--- src/rtl/alu_wb_pkg.sv ---
// Shared types for the ALU writeback stage: default widths, queue entry, flag bundle.
// No logic; widths here must match the alu_writeback parameters used.
// No flow control.
package alu_wb_pkg;

   localparam int WB_DW   = 32;
   localparam int WB_NREG = 8;
   localparam int WB_AW   = 3;

   // One pending ALU result waiting to be committed
   typedef struct packed {
      logic [WB_AW-1:0] rd;
      logic [WB_DW-1:0] res;
      logic             z;
      logic             c;
      logic             v;
      logic             wen;
   } wb_entry_t;

   typedef struct packed {
      logic z;
      logic c;
      logic v;
   } flags_t;

   // Occupancy summary kept by the queue controller
   typedef enum logic [1:0] {
      Q_EMPTY   = 2'd0,
      Q_PARTIAL = 2'd1,
      Q_FULL    = 2'd2
   } q_state_e;

endpackage

--- src/rtl/wb_queue.sv ---
// DEPTH-entry FIFO of wb_entry_t; all live entries exposed in age order for forwarding.
// Latency: entry readable at head the cycle after enqueue.
// Backpressure: caller must not enq when full unless deq in the same cycle.
module wb_queue
   import alu_wb_pkg::*;
#(
   parameter int DEPTH = 2,
   parameter int PW    = $clog2(DEPTH),
   parameter int CW    = $clog2(DEPTH + 1)
) (
   input  logic            clk,
   input  logic            rst_n,
   input  logic            enq,
   input  wb_entry_t       enq_entry,
   input  logic            deq,
   output wb_entry_t       head,
   output logic [CW-1:0]   count,
   output logic            empty,
   output logic            full,
   output wb_entry_t       age_entry [DEPTH],
   output logic [DEPTH-1:0] age_vld
);

   wb_entry_t      mem [DEPTH];
   logic [PW-1:0]  rd_ptr;
   logic [PW-1:0]  wr_ptr;
   q_state_e       state;

   // Storage is not reset: only entries below count are ever observed
   always_ff @(posedge clk) begin
      if (enq) mem[wr_ptr] <= enq_entry;
   end

   // Controller: pointers wrap naturally (DEPTH is a power of two), count tracks occupancy
   always_ff @(posedge clk or negedge rst_n) begin
      if (!rst_n) begin
         state  <= Q_EMPTY;
         count  <= '0;
         rd_ptr <= '0;
         wr_ptr <= '0;
      end else begin
         if (enq) wr_ptr <= wr_ptr + 1'b1;
         if (deq) rd_ptr <= rd_ptr + 1'b1;
         case ({enq, deq})
            2'b10: begin
               count <= count + 1'b1;
               state <= (count == CW'(DEPTH - 1)) ? Q_FULL : Q_PARTIAL;
            end
            2'b01: begin
               count <= count - 1'b1;
               state <= (count == CW'(1)) ? Q_EMPTY : Q_PARTIAL;
            end
            default: ;
         endcase
      end
   end

   assign head  = mem[rd_ptr];
   assign empty = (state == Q_EMPTY);
   assign full  = (state == Q_FULL);

   // Present entries oldest-first (index 0 = head) so consumers can pick the youngest match
   always_comb begin
      for (int i = 0; i < DEPTH; i++) begin
         age_entry[i] = mem[rd_ptr + PW'(i)];
         age_vld[i]   = (CW'(i) < count);
      end
   end

endmodule

--- src/rtl/alu_writeback.sv ---
// ALU writeback: queues results, commits head into regfile+flags, forwards youngest queued write to reads.
// Latency: 1 cycle accept-to-commit when queue empty and hold=0; reads are combinational.
// Backpressure: in_ready drops only when queue full and no commit this cycle. Option macro: ALU_WB_STICKY_V_EN.
module alu_writeback
   import alu_wb_pkg::*;
#(
   parameter int DW    = WB_DW,
   parameter int NREG  = WB_NREG,
   parameter int AW    = WB_AW,
   parameter int DEPTH = 2
) (
   input  logic          clk,
   input  logic          rst_n,
   input  logic          in_valid,
   output logic          in_ready,
   input  logic [AW-1:0] in_rd,
   input  logic [DW-1:0] in_res,
   input  logic          in_z,
   input  logic          in_c,
   input  logic          in_v,
   input  logic          in_wen,
   input  logic          hold,
   input  logic [AW-1:0] ra_addr,
   output logic [DW-1:0] ra_data,
   input  logic [AW-1:0] rb_addr,
   output logic [DW-1:0] rb_data,
   output logic          flag_z,
   output logic          flag_c,
   output logic          flag_v,
`ifdef ALU_WB_STICKY_V_EN
   input  logic          clr_v,
`endif
   output logic [AW:0]   q_count
);

   localparam int CW = $clog2(DEPTH + 1);

   wb_entry_t        enq_entry;
   wb_entry_t        head;
   wb_entry_t        age_entry [DEPTH];
   logic [DEPTH-1:0] age_vld;
   logic [CW-1:0]    count;
   logic             q_empty;
   logic             q_full;
   logic             commit;
   logic             accept;
   logic [DW-1:0]    regs [NREG];
   flags_t           flags;

   assign commit   = !q_empty && !hold;
   assign in_ready = !q_full || commit;
   assign accept   = in_valid && in_ready;

   assign enq_entry = '{rd: in_rd, res: in_res, z: in_z, c: in_c, v: in_v, wen: in_wen};

   wb_queue #(.DEPTH(DEPTH)) u_queue (
      .clk       (clk),
      .rst_n     (rst_n),
      .enq       (accept),
      .enq_entry (enq_entry),
      .deq       (commit),
      .head      (head),
      .count     (count),
      .empty     (q_empty),
      .full      (q_full),
      .age_entry (age_entry),
      .age_vld   (age_vld)
   );

   assign q_count = (AW + 1)'(count);

   // Register file: head entry writes its destination only when wen is set
   always_ff @(posedge clk or negedge rst_n) begin
      if (!rst_n) begin
         for (int i = 0; i < NREG; i++) regs[i] <= '0;
      end else if (commit && head.wen) begin
         regs[head.rd] <= head.res;
      end
   end

   // Flags load from every committed entry, wen or not
   always_ff @(posedge clk or negedge rst_n) begin
      if (!rst_n) begin
         flags <= '0;
      end else begin
         if (commit) begin
            flags.z <= head.z;
            flags.c <= head.c;
         end
`ifdef ALU_WB_STICKY_V_EN
         // Sticky overflow: a committing v=1 beats a same-cycle clear
         if (commit && head.v) flags.v <= 1'b1;
         else if (clr_v)       flags.v <= 1'b0;
`else
         if (commit) flags.v <= head.v;
`endif
      end
   end

   assign flag_z = flags.z;
   assign flag_c = flags.c;
   assign flag_v = flags.v;

   // Read ports: scan oldest to youngest so the youngest matching queued write wins over the regfile
   always_comb begin
      ra_data = regs[ra_addr];
      rb_data = regs[rb_addr];
      for (int i = 0; i < DEPTH; i++) begin
         if (age_vld[i] && age_entry[i].wen && age_entry[i].rd == ra_addr) ra_data = age_entry[i].res;
         if (age_vld[i] && age_entry[i].wen && age_entry[i].rd == rb_addr) rb_data = age_entry[i].res;
      end
   end

endmodule

--- config.mk ---
export PLATFORM = sky130hd
export DESIGN_NAME = alu_writeback
export DESIGN_NICKNAME = d
export VERILOG_FILES = /design/src/rtl/alu_wb_pkg.sv /design/src/rtl/wb_queue.sv /design/src/rtl/alu_writeback.sv
export SDC_FILE = /design/constraint.sdc
export NUM_CORES = 1
export LEC_CHECK = 0
export ABC_CLOCK_PERIOD_IN_PS = 2700
export CAP_MARGIN = 20
export CORE_MARGIN = 3
export CORE_UTILIZATION = 30
export CTS_CLUSTER_DIAMETER = 100
export DETAILED_ROUTE_END_ITERATION = 10
export DONT_BUFFER_PORTS = 1
export GPL_ROUTABILITY_DRIVEN = 0
export PLACE_DENSITY_LB_ADDON = 0.05
export REMOVE_ABC_BUFFERS = 1
export SYNTH_ARGS = -nofsm -noshare
export SYNTH_HDL_FRONTEND = slang
export SYNTH_SLANG_ARGS = --single-unit
--- constraint.sdc ---
create_clock -name clk -period 2.7 [get_ports clk]
set_clock_uncertainty 0.05 [all_clocks]
set_input_delay 0.405 -clock clk [delete_from_list [all_inputs] [get_ports clk]]
set_output_delay 0.405 -clock clk [all_outputs]
set_load 0.02 [all_outputs]
* Word-level counts from Yosys, hierarchy flattened
Memory sizes are Yosys's and may differ from the RTL's.
Index checks and enable logic that the tools add are counted.
** Cells by class
- Mux-type cells :: 19
- Reductions and logical operators :: 16
- $add $sub $neg :: 4
- Eq/ne operators :: 8
- Bitwise logic cells :: 3
- $lt $le $gt $ge :: 6
** Operators by type and width (count)
- $mux 32 :: 9
- $bwmux 256 :: 1
- $bmux 32 s3 :: 2
- $demux 32 s3 :: 1
- $eq 3x3->1 :: 4
- $ge 4x4->1 const B :: 3
- $not 3->4 :: 3
- $logic_and 1x1->1 :: 10
- $pmux 2 s2 :: 2
- $eq 2x1->1 const B :: 2
- $eq 2x2->1 const B :: 2
- $lt 1x2->1 const A :: 2
- $lt 4x1->1 const B :: 1
- $logic_not 1->1 :: 3
- $mux 1 :: 3
- $add 1x1->1 const B :: 2
- $add 2x1->2 const B :: 1
- $logic_not 2->1 :: 1
- $mux 2 :: 1
- $reduce_bool 2->1 :: 1
- $sub 2x1->2 const B :: 1
- $logic_or 1x1->1 :: 1
** Word-level totals
- Word-level logic and storage cells :: 72
- Output and inout bits :: 72
- Bits of input ports :: 49
- Memories :: 1
- Bits in writable memories :: 78
- Bits in registers :: 265
** Memory list
- u_queue.mem :: words 2, width 39, rd ports 2, clocked after memory_dff 0, wr ports 1, line wb_queue.sv:24 : wb_entry_t mem [DEPTH];

* Depth between registers and ports, before layout
Gate-level depths: netlist of the first run.
- Depth after elaboration :: 7
- Depth in mapped cells :: 9
- Mapped depth without buffers :: 6

* Hierarchy
Synthesis of the first run repeated with hierarchy kept, for this count alone.
** Unflattened totals
- Cell total of the unflattened synthesis :: 1333
- Area, all modules :: 18813.0 µm²
** Modules (own cells, without submodules)
- alu_writeback :: times used 1, cells an instance 1099, area each 14891.8 µm², seq. area each 6481.2 µm²
- wb_queue :: times used 1, cells an instance 234, area each 3921.3 µm², seq. area each 2492.4 µm²

* Least setup slack after synthesis of the first run
OpenSTA, ideal clock, no wires.
- Kind :: input -> register
- Start point :: in hold
- End point :: mem u_queue.mem[0][0] (netlist bit), enable pin
- Path buffers :: 0
- Path slack :: -0.218 ns
- Arrival :: 2.433 ns
- Data required time :: 2.215 ns
- Setup time :: 0.435 ns
- Cell stages on the path :: 3
- Cells stage by stage :: nand3b_1 -> nand2_1 -> nor2_1
** Between the ends
- Word-level cells in the longest chain between the ends :: 6
** Ends and longest elaborated chain
- start, declared :: line alu_writeback.sv:22 : input logic hold,
- $logic_not 1->1 :: line alu_writeback.sv:50 : assign commit = !q_empty && !hold;
- $logic_and 1x1->1 :: line alu_writeback.sv:50
- $logic_or 1x1->1 :: line alu_writeback.sv:51 : assign in_ready = !q_full || commit;
- $logic_and 1x1->1 :: line alu_writeback.sv:52 : assign accept = in_valid && in_ready;
- $mux 1 :: line wb_queue.sv:31 : if (enq) mem[wr_ptr] <= enq_entry;
- $mux 1 (not written as such) :: line wb_queue.sv:31
- end, declared :: line wb_queue.sv:24
Every way passes these cells.

* Final worst setup path of the first run
- Start point :: reg u_queue.rd_ptr
- End point :: out ra_data[30]
** Between the ends
- Word-level cells in the longest chain between the ends :: 5
- Elaborated cells between the ends (all ways) :: 10
- Those cells by class :: 1 x add/sub; 2 x eq/ne; 2 x mux; 4 x reduce/logical; 1 x memory
** Ends and longest elaborated chain
- start, declared :: line wb_queue.sv:25 : logic [PW-1:0] rd_ptr;
- start signal, assigned :: line wb_queue.sv:43 : if (deq) rd_ptr <= rd_ptr + 1'b1;
- $add 1x1->1 or $mem_v2 2x39 (tied branches)
- $mem_v2 2x39 (*)
- $eq 3x3->1 or $logic_and 1x1->1 (tied branches) :: line alu_writeback.sv:109 : if (age_vld[i] && age_entry[i].wen && age_entry[i].rd == ra_addr) ra_data = age_entry[i].res;
- $logic_and 1x1->1 or $mux 32 (tied branches) :: line alu_writeback.sv:109
- $mux 32 (*) :: line alu_writeback.sv:109
- end, declared :: line alu_writeback.sv:24 : output logic [DW-1:0] ra_data,
Mark *: on every way between the ends. The rest lies on a longest branch, timed or not.

==> impl_metrics.csv, run 1 <==
group,metric,value,unit
die,die_h,255.3,µm
detailed_routing,dr.pass1.iters,5,
finish,seq_area,0.008977,mm²
clock_tree,cts_made_buffers,43,
clock_tree,path_clk_slew,0.05,ns
finish,multi_input_area,0.009562,mm²
logic_synthesis,async_flop_share,0.7726,
pwr,p_per_area,1166,mW/mm²
logic_synthesis,yosysSeqAreaShare,0.4812,
sta,fin_ws,-0.6872,ns
placement,dp_hpwl,35390,µm
detailed_routing,wire_per_inst,24.11,µm
run,max_cap_violations,0,
sta,clock.fmax,295.2,MHz
finish,final_nets,1821,
clock_tree,cts_tree,"built",
sta,fin_hold_ws,-0.5037,ns
placement,io_buffers,0,
clock_tree,cts-root-buf,"clkbuf_16",
clock_tree,cts_hold_buffers,39,
logic_synthesis,synthCells,1688,
sta,tns,-37.79,ns
critical_path,cp_max_fo,7,
critical_path,path_buf_inv,4,
run_status,violations,"negative hold slack, negative setup slack",
detailed_routing,drt-initial-drc-count,747,
detailed_routing,drc,0,
finish,area_growth,23.55,%
sta,setup_violations,64,
critical_path,crit_slowest_cell,"or4_4",
critical_path,r2r_setup_slack,0.25,ns
critical_path,endpoint_kind,"primary output",
critical_path,cp_top_family,"simple AND/OR/NAND/NOR gates",
global_route,grt_pass1_vias,14140,
critical_path,r2r_end,"regs[174]$_DFFE_PN0P_",
global_route,grt_pass1_wl,93050,µm
detailed_routing,drtAntennaViolNets,0,
pwr,switchingPower,9.923,mW
detailed_routing,routed_wl,63420,µm
detailed_routing,num_vias,13710,
global_route,grt_max_degree,266,
clock_tree,cts_max_level,2,
critical_path,cp_common_cell,"buf_6",
pwr,power,26.87,mW
finish,fillers,5918,
logic_synthesis,synth_flop_cell,"dfrtp_1",
die,core_area,0.06092,mm²
die,start_util,0.3061,
pwr,power.clock.fraction,0.217,
pwr,ir_drop,0.4715,mV
sta,period_needed,3.387,ns
logic_synthesis,synth_cell_type_count,38,
run_status,outcome,"finished, violations left",
finish,final_layout_size_suffix_gt1_frac,0.2587,
pwr,p_leak,9.148,nW
die,die_x,255.3,µm
global_route,antenna_found_initial,3,
global_route,grtUsageTotal,0.1880,
critical_path,required,2.25,ns
detailed_routing,via_per_inst,5.214,
die,rows,90,
sta,fin_crit_sh,1.255,
logic_synthesis,ys_warn_count,0,
critical_path,cp_cell_sequence,"buf_6, mux2i_4, buf_6, xnor2_2, or4_4, buf_12, o211ai_1, and3_4, buf_6",
die,dieArea,0.06519,mm²
critical_path,reg2reg_from,"u_queue.rd_ptr$_DFFE_PN0P_",
worst_hold_path,hp-class,"input port to async pin",
sta,slew_headroom,0.4471,
global_route,grt_overflow,0,
clock_tree,clk_latency,0.56,ns
sta,hold_viol,265,
logic_synthesis,synth_area,0.01865,mm²
sta,rsz0062_at_grt,"yes",
sta,tightest_slew,0.8062,ns
logic_synthesis,synth_edf_count,78,
critical_path,r2r_cells,9,
critical_path,arrival,2.93,ns
pwr,intPower,16.94,mW
pwr,p_comb_frac,0.441,
logic_synthesis,ys_ff_latch,343,
pwr,netSwitchingFraction,0.3694,
clock_tree,clkSinkCount,343,
sta,final_max_slew_viol_count,0,
critical_path,max_stage_delay,0.62,ns
logic_synthesis,synth_area_per_cell,11.05,µm²
pwr,power_frac_seq,0.342,
clock_tree,clk_path_buf_depth,3,
die,ios,121,
critical_path,startpoint_type,"register",
critical_path,crit_type,"register to primary output",
how the worst max path moves through the flow:
stage	cells past startpoint	start	slack, ns	to
6_report	9	u_queue.rd_ptr$_DFFE_PN0P_	-0.69	ra_data[30]
5_1_grt	8	u_queue.rd_ptr$_DFFE_PN0P_	-0.77	ra_data[30]
4_1_cts	8	u_queue.rd_ptr$_DFFE_PN0P_	-0.76	ra_data[30]
3_5_place_dp	7	u_queue.rd_ptr$_DFFE_PN0P_	-0.30	rb_data[30]
3_3_place_gp	7	u_queue.rd_ptr$_DFFE_PN0P_	-0.29	rb_data[30]
2_1_floorplan	5	u_queue.rd_ptr$_DFFE_PN0P_	-4.67	ra_data[28]
metrics by stage:
stage                     instance area (µm²)  instances  worst slack [ns]  hold WS, ns    util
after global placement                  20230       2488           -0.2941      0.06574  0.3321
after global routing                    23040       2629           -0.7720      -0.5408  0.3781
after CTS                               22790       2620           -0.7561      -0.5466  0.3741
after floorplan                         17990       1546            -4.666      0.05941       -
after detailed placement                20230       2488           -0.3005      0.06634  0.3321
final                                   23040       2630           -0.6872      -0.5037  0.3782
routing by layer:
layer	up-vias	routed length (µm)	track usage
li1	6375	-	-
met1	7004	29660	0.2576
met5	-	27	0
met4	4	1124	0.03839
met3	82	2465	0.03308
met2	247	30140	0.3136
cell usage in the layout (no fill, tap or decap), drive strengths merged, types with 4 or more instances in the layout:
cell type / n
xnor2: 16
mux2i: 107
mux4: 128
dlygate4sd3: 39
dfrtp: 265
o21ai: 134
nand2: 73
inv: 5
or4: 4
o211ai: 64
clkinv: 5
nor2b: 64
and3: 65
a21oi: 192
clkbuf: 72
edfxtp: 78
nand3: 64
nand2b: 4
buf: 136
nor4: 4
nor2: 264
synthesized netlist by cell type (all sizes together) (5+ instances only):
master / n / area, µm²
xnor2: 16 / 140.1
mux4: 128 / 2883
mux2i: 107 / 1100
a21oi: 192 / 960.9
inv: 5 / 18.77
nand3: 64 / 320.3
and3: 65 / 406.6
edfxtp: 78 / 2342
nor2b: 64 / 400.4
buf: 58 / 341.6
nor2: 264 / 993.5
o21ai: 134 / 670.6
nand2: 73 / 274.0
o211ai: 64 / 620.6
dfrtp: 265 / 6631
clkbuf: 85 / 320.3
what timing repair did:
item / in CTS / in global routing
endpoints found under the setup margin: 64 / 64
pin swaps: 10 / 20
endpoints found under the hold margin: 343 / 265
cloned: 4 / 4
setup buffers: 12 / 5
gates resized for setup: 158 / 37
power groups by stage:
stage          Clock [mW]  Combinational, mW  Sequential (mW)
6_report             5.84               11.8             9.19
5_1_grt              6.26               12.9             9.50
4_1_cts              6.05               11.7             9.17
3_5_place_dp            0               10.6             9.26
3_3_place_gp            0               10.5             9.17
2_1_floorplan           0               7.36             9.12
sequential cells by signal, summed over array words and instances (netlist names):
signal,cells
flag_c,1
flag_v,1
flag_z,1
regs,256
u_queue.count,2
u_queue.mem,78
u_queue.rd_ptr,1
u_queue.state,2
u_queue.wr_ptr,1
area by class of cell:
| cell class | instances | area share |
|---|---|---|
| diodes | 1 | 0.0001086 |
| clock buffers | 70 | 0.05860 |
| clock inverters | 7 | 0.003584 |
| inverters | 5 | 0.0008146 |
| multi-input cells | 1198 | 0.4150 |
| flip-flops and latches | 343 | 0.3896 |
| well taps | 828 | 0.04497 |
| repair buffers | 178 | 0.08727 |
cell families after synthesis:
| group | synth area share |
|---|---|
| xor gates and xnor gates | 0.007515 |
| other | 0.0002011 |
| muxes | 0.2136 |
| and+or+nand+nor | 0.1359 |
| DFF | 0.4812 |
| adders and majority gates | 0.002013 |
| AOI/OAI and AO/OA | 0.1231 |
| buffers and inverters | 0.03650 |
Power figures use the tool's default switching activity.
==> inputs of run 2 (changes only) <==
CTS_CLUSTER_DIAMETER = 50   (was 100)
==> impl_metrics.csv, run 2 (synthesized netlist as in run 1, its figures left out) <==
group,metric,value,unit
run_status,outcome,"finished, violations left",
run_status,violations,"negative hold slack, negative setup slack",
global_route,antenna_found_initial,4,
detailed_routing,drtAntennaViolNets,0,
critical_path,max_stage_delay,0.62,ns
sta,setup_violations,64,
detailed_routing,via_per_inst,5.226,
clock_tree,cts_made_buffers,52,
clock_tree,clkSinkCount,343,
critical_path,cp_cell_sequence,"buf_6, mux2i_4, buf_6, xnor2_4, or4_4, buf_12, o211ai_1, and3_4, buf_6",
critical_path,startpoint_type,"register",
placement,dp_hpwl,35390,µm
sta,period_needed,3.407,ns
critical_path,crit_slowest_cell,"or4_4",
sta,clock.fmax,293.5,MHz
clock_tree,clk_path_buf_depth,3,
clock_tree,clk_latency,0.60,ns
die,ios,121,
finish,final_common_cell,"dfrtp_1",
critical_path,cp_common_cell,"buf_6",
clock_tree,cts_hold_buffers,39,
pwr,p_per_area,1200,mW/mm²
global_route,grt_pass1_wl,92870,µm
detailed_routing,wire_per_inst,23.83,µm
sta,final_max_slew_viol_count,0,
sta,fin_hold_ws,-0.5306,ns
sta,rsz0062_at_grt,"yes",
clock_tree,cts_tree,"built",
finish,top_register,"regs",
clock_tree,path_clk_slew,0.06,ns
die,die_h,255.3,µm
die,rows,90,
finish,final_layout_size_suffix_gt1_frac,0.2725,
sta,hold_viol,265,
finish,area_growth,25.50,%
clock_tree,cts-root-buf,"clkbuf_16",
detailed_routing,dr.pass1.iters,5,
finish,instances_no_fill,2649,
sta,tightest_slew,0.8428,ns
detailed_routing,routed_wl,63130,µm
detailed_routing,drc,0,
placement,dp.cells,2488,
pwr,ir_drop,0.5162,mV
placement,io_buffers,0,
finish,layout_common_cells,"dfrtp_1, nor2_1, a21oi_1",
finish,largestRegisters,"regs: 256 flops, u_queue.mem: 78 flops",
detailed_routing,num_vias,13840,
critical_path,endpoint_kind,"primary output",
finish,largest_register_ffs,256,
critical_path,arrival,2.95,ns
die,core_area,0.06092,mm²
clock_tree,cts_max_level,2,
die,die_x,255.3,µm
detailed_routing,drt-initial-drc-count,830,
finish,final_nets,1829,
global_route,grt_max_degree,266,
run,max_cap_violations,0,
global_route,grtUsageTotal,0.1882,
sta,fin_ws,-0.7073,ns
finish,final_core_util,0.3841,
critical_path,cp_max_fo,7,
pwr,p_leak,9.337,nW
sta,tns,-39.09,ns
pwr,power,28.08,mW
sta,slew_headroom,0.4381,
critical_path,crit_type,"register to primary output",
worst_hold_path,hp-class,"input port to async pin",
sta,fin_crit_sh,1.262,
die,start_util,0.3061,
die,dieArea,0.06519,mm²
global_route,grt_pass1_vias,14150,
critical_path,required,2.25,ns
global_route,grt_overflow,0,
run 2: cell count changes in the layout (fill, tap and decap cells not counted), moves of 3 or more:
cell / change
clkbuf_16: +10
clkbuf_1: -10
clkinv_4: +5
buf_4: +3
inv_6: +10
run 2: per-layer routing:
| layer | up-vias | GRT usage | routed length (µm) |
|---|---|---|---|
| met3 | 90 | 0.03040 | 2358 |
| met2 | 248 | 0.3085 | 30000 |
| met1 | 7088 | 0.2574 | 29300 |
| met4 | 2 | 0.05591 | 1458 |
| li1 | 6416 | - | - |
| met5 | - | 0 | 13 |
run 2: final timing paths:
path	slack, ns	from	cells past startpoint	to
setup / recovery	-0.71	u_queue.rd_ptr$_DFFE_PN0P_	9	ra_data[30]
hold / removal	-0.53	rst_n	0	flag_c$_DFFE_PN0P_
setup reg to reg	0.21	u_queue.rd_ptr$_DFFE_PN0P_	8	regs[196]$_DFFE_PN0P_
hold reg to reg	0.45	regs[231]$_DFFE_PN0P_	2	regs[231]$_DFFE_PN0P_
max in group asynchronous	2.52	rst_n	0	regs[157]$_DFFE_PN0P_
min in group clk	0.04	in_valid	2	u_queue.wr_ptr$_DFFE_PN0P_
run 2: critical path, delay by kind of cell, from the launching register on:
kind                   cells  cell delay (ns)
AND/OR/NAND/NOR            2             0.84
buffers and inverters      4             0.59
flip-flops                 1             0.53
multiplexers               1             0.18
XOR/XNOR                   1             0.11
AO/OA/AOI/OAI              1             0.10
run 2: final cells by class:
type                    instances  area, µm²
multi-input cells            1198       9562
fillers                      5890      37520
inverters                       5      18.77
well taps                     828       1036
clock buffers                  68       1535
repair buffers                177       1956
clock inverters                29      315.3
flip-flops and latches        343       8977
diodes                          1      2.502
run 2: what timing repair did:
| item | CTS | global route |
|---|---|---|
| gates resized for setup | 158 | 36 |
| gates cloned | 4 | 3 |
| buffers inserted | 12 | 7 |
| pin swaps | 10 | 19 |
| setup endpoints to repair | 64 | 64 |
| endpoints found under the hold margin | 343 | 265 |
run 2: power breakdown:
group | internal, mW | total, mW | switching (mW) | leakage, nW
clock | 4.36 | 7.07 | 2.71 | 0.914
combinational | 5.76 | 11.8 | 6.06 | 4.50
sequential | 7.59 | 9.19 | 1.60 | 3.93
total | 17.7 | 28.1 | 10.4 | 9.34
run 2: metrics by stage:
stage	area (µm²)	setup slack, ns
final	23400	-0.7073
after global placement	20230	-0.2941
after floorplan	17990	-4.666
after global routing	23400	-0.8019
after CTS	23210	-0.7819
after detailed placement	20230	-0.3005
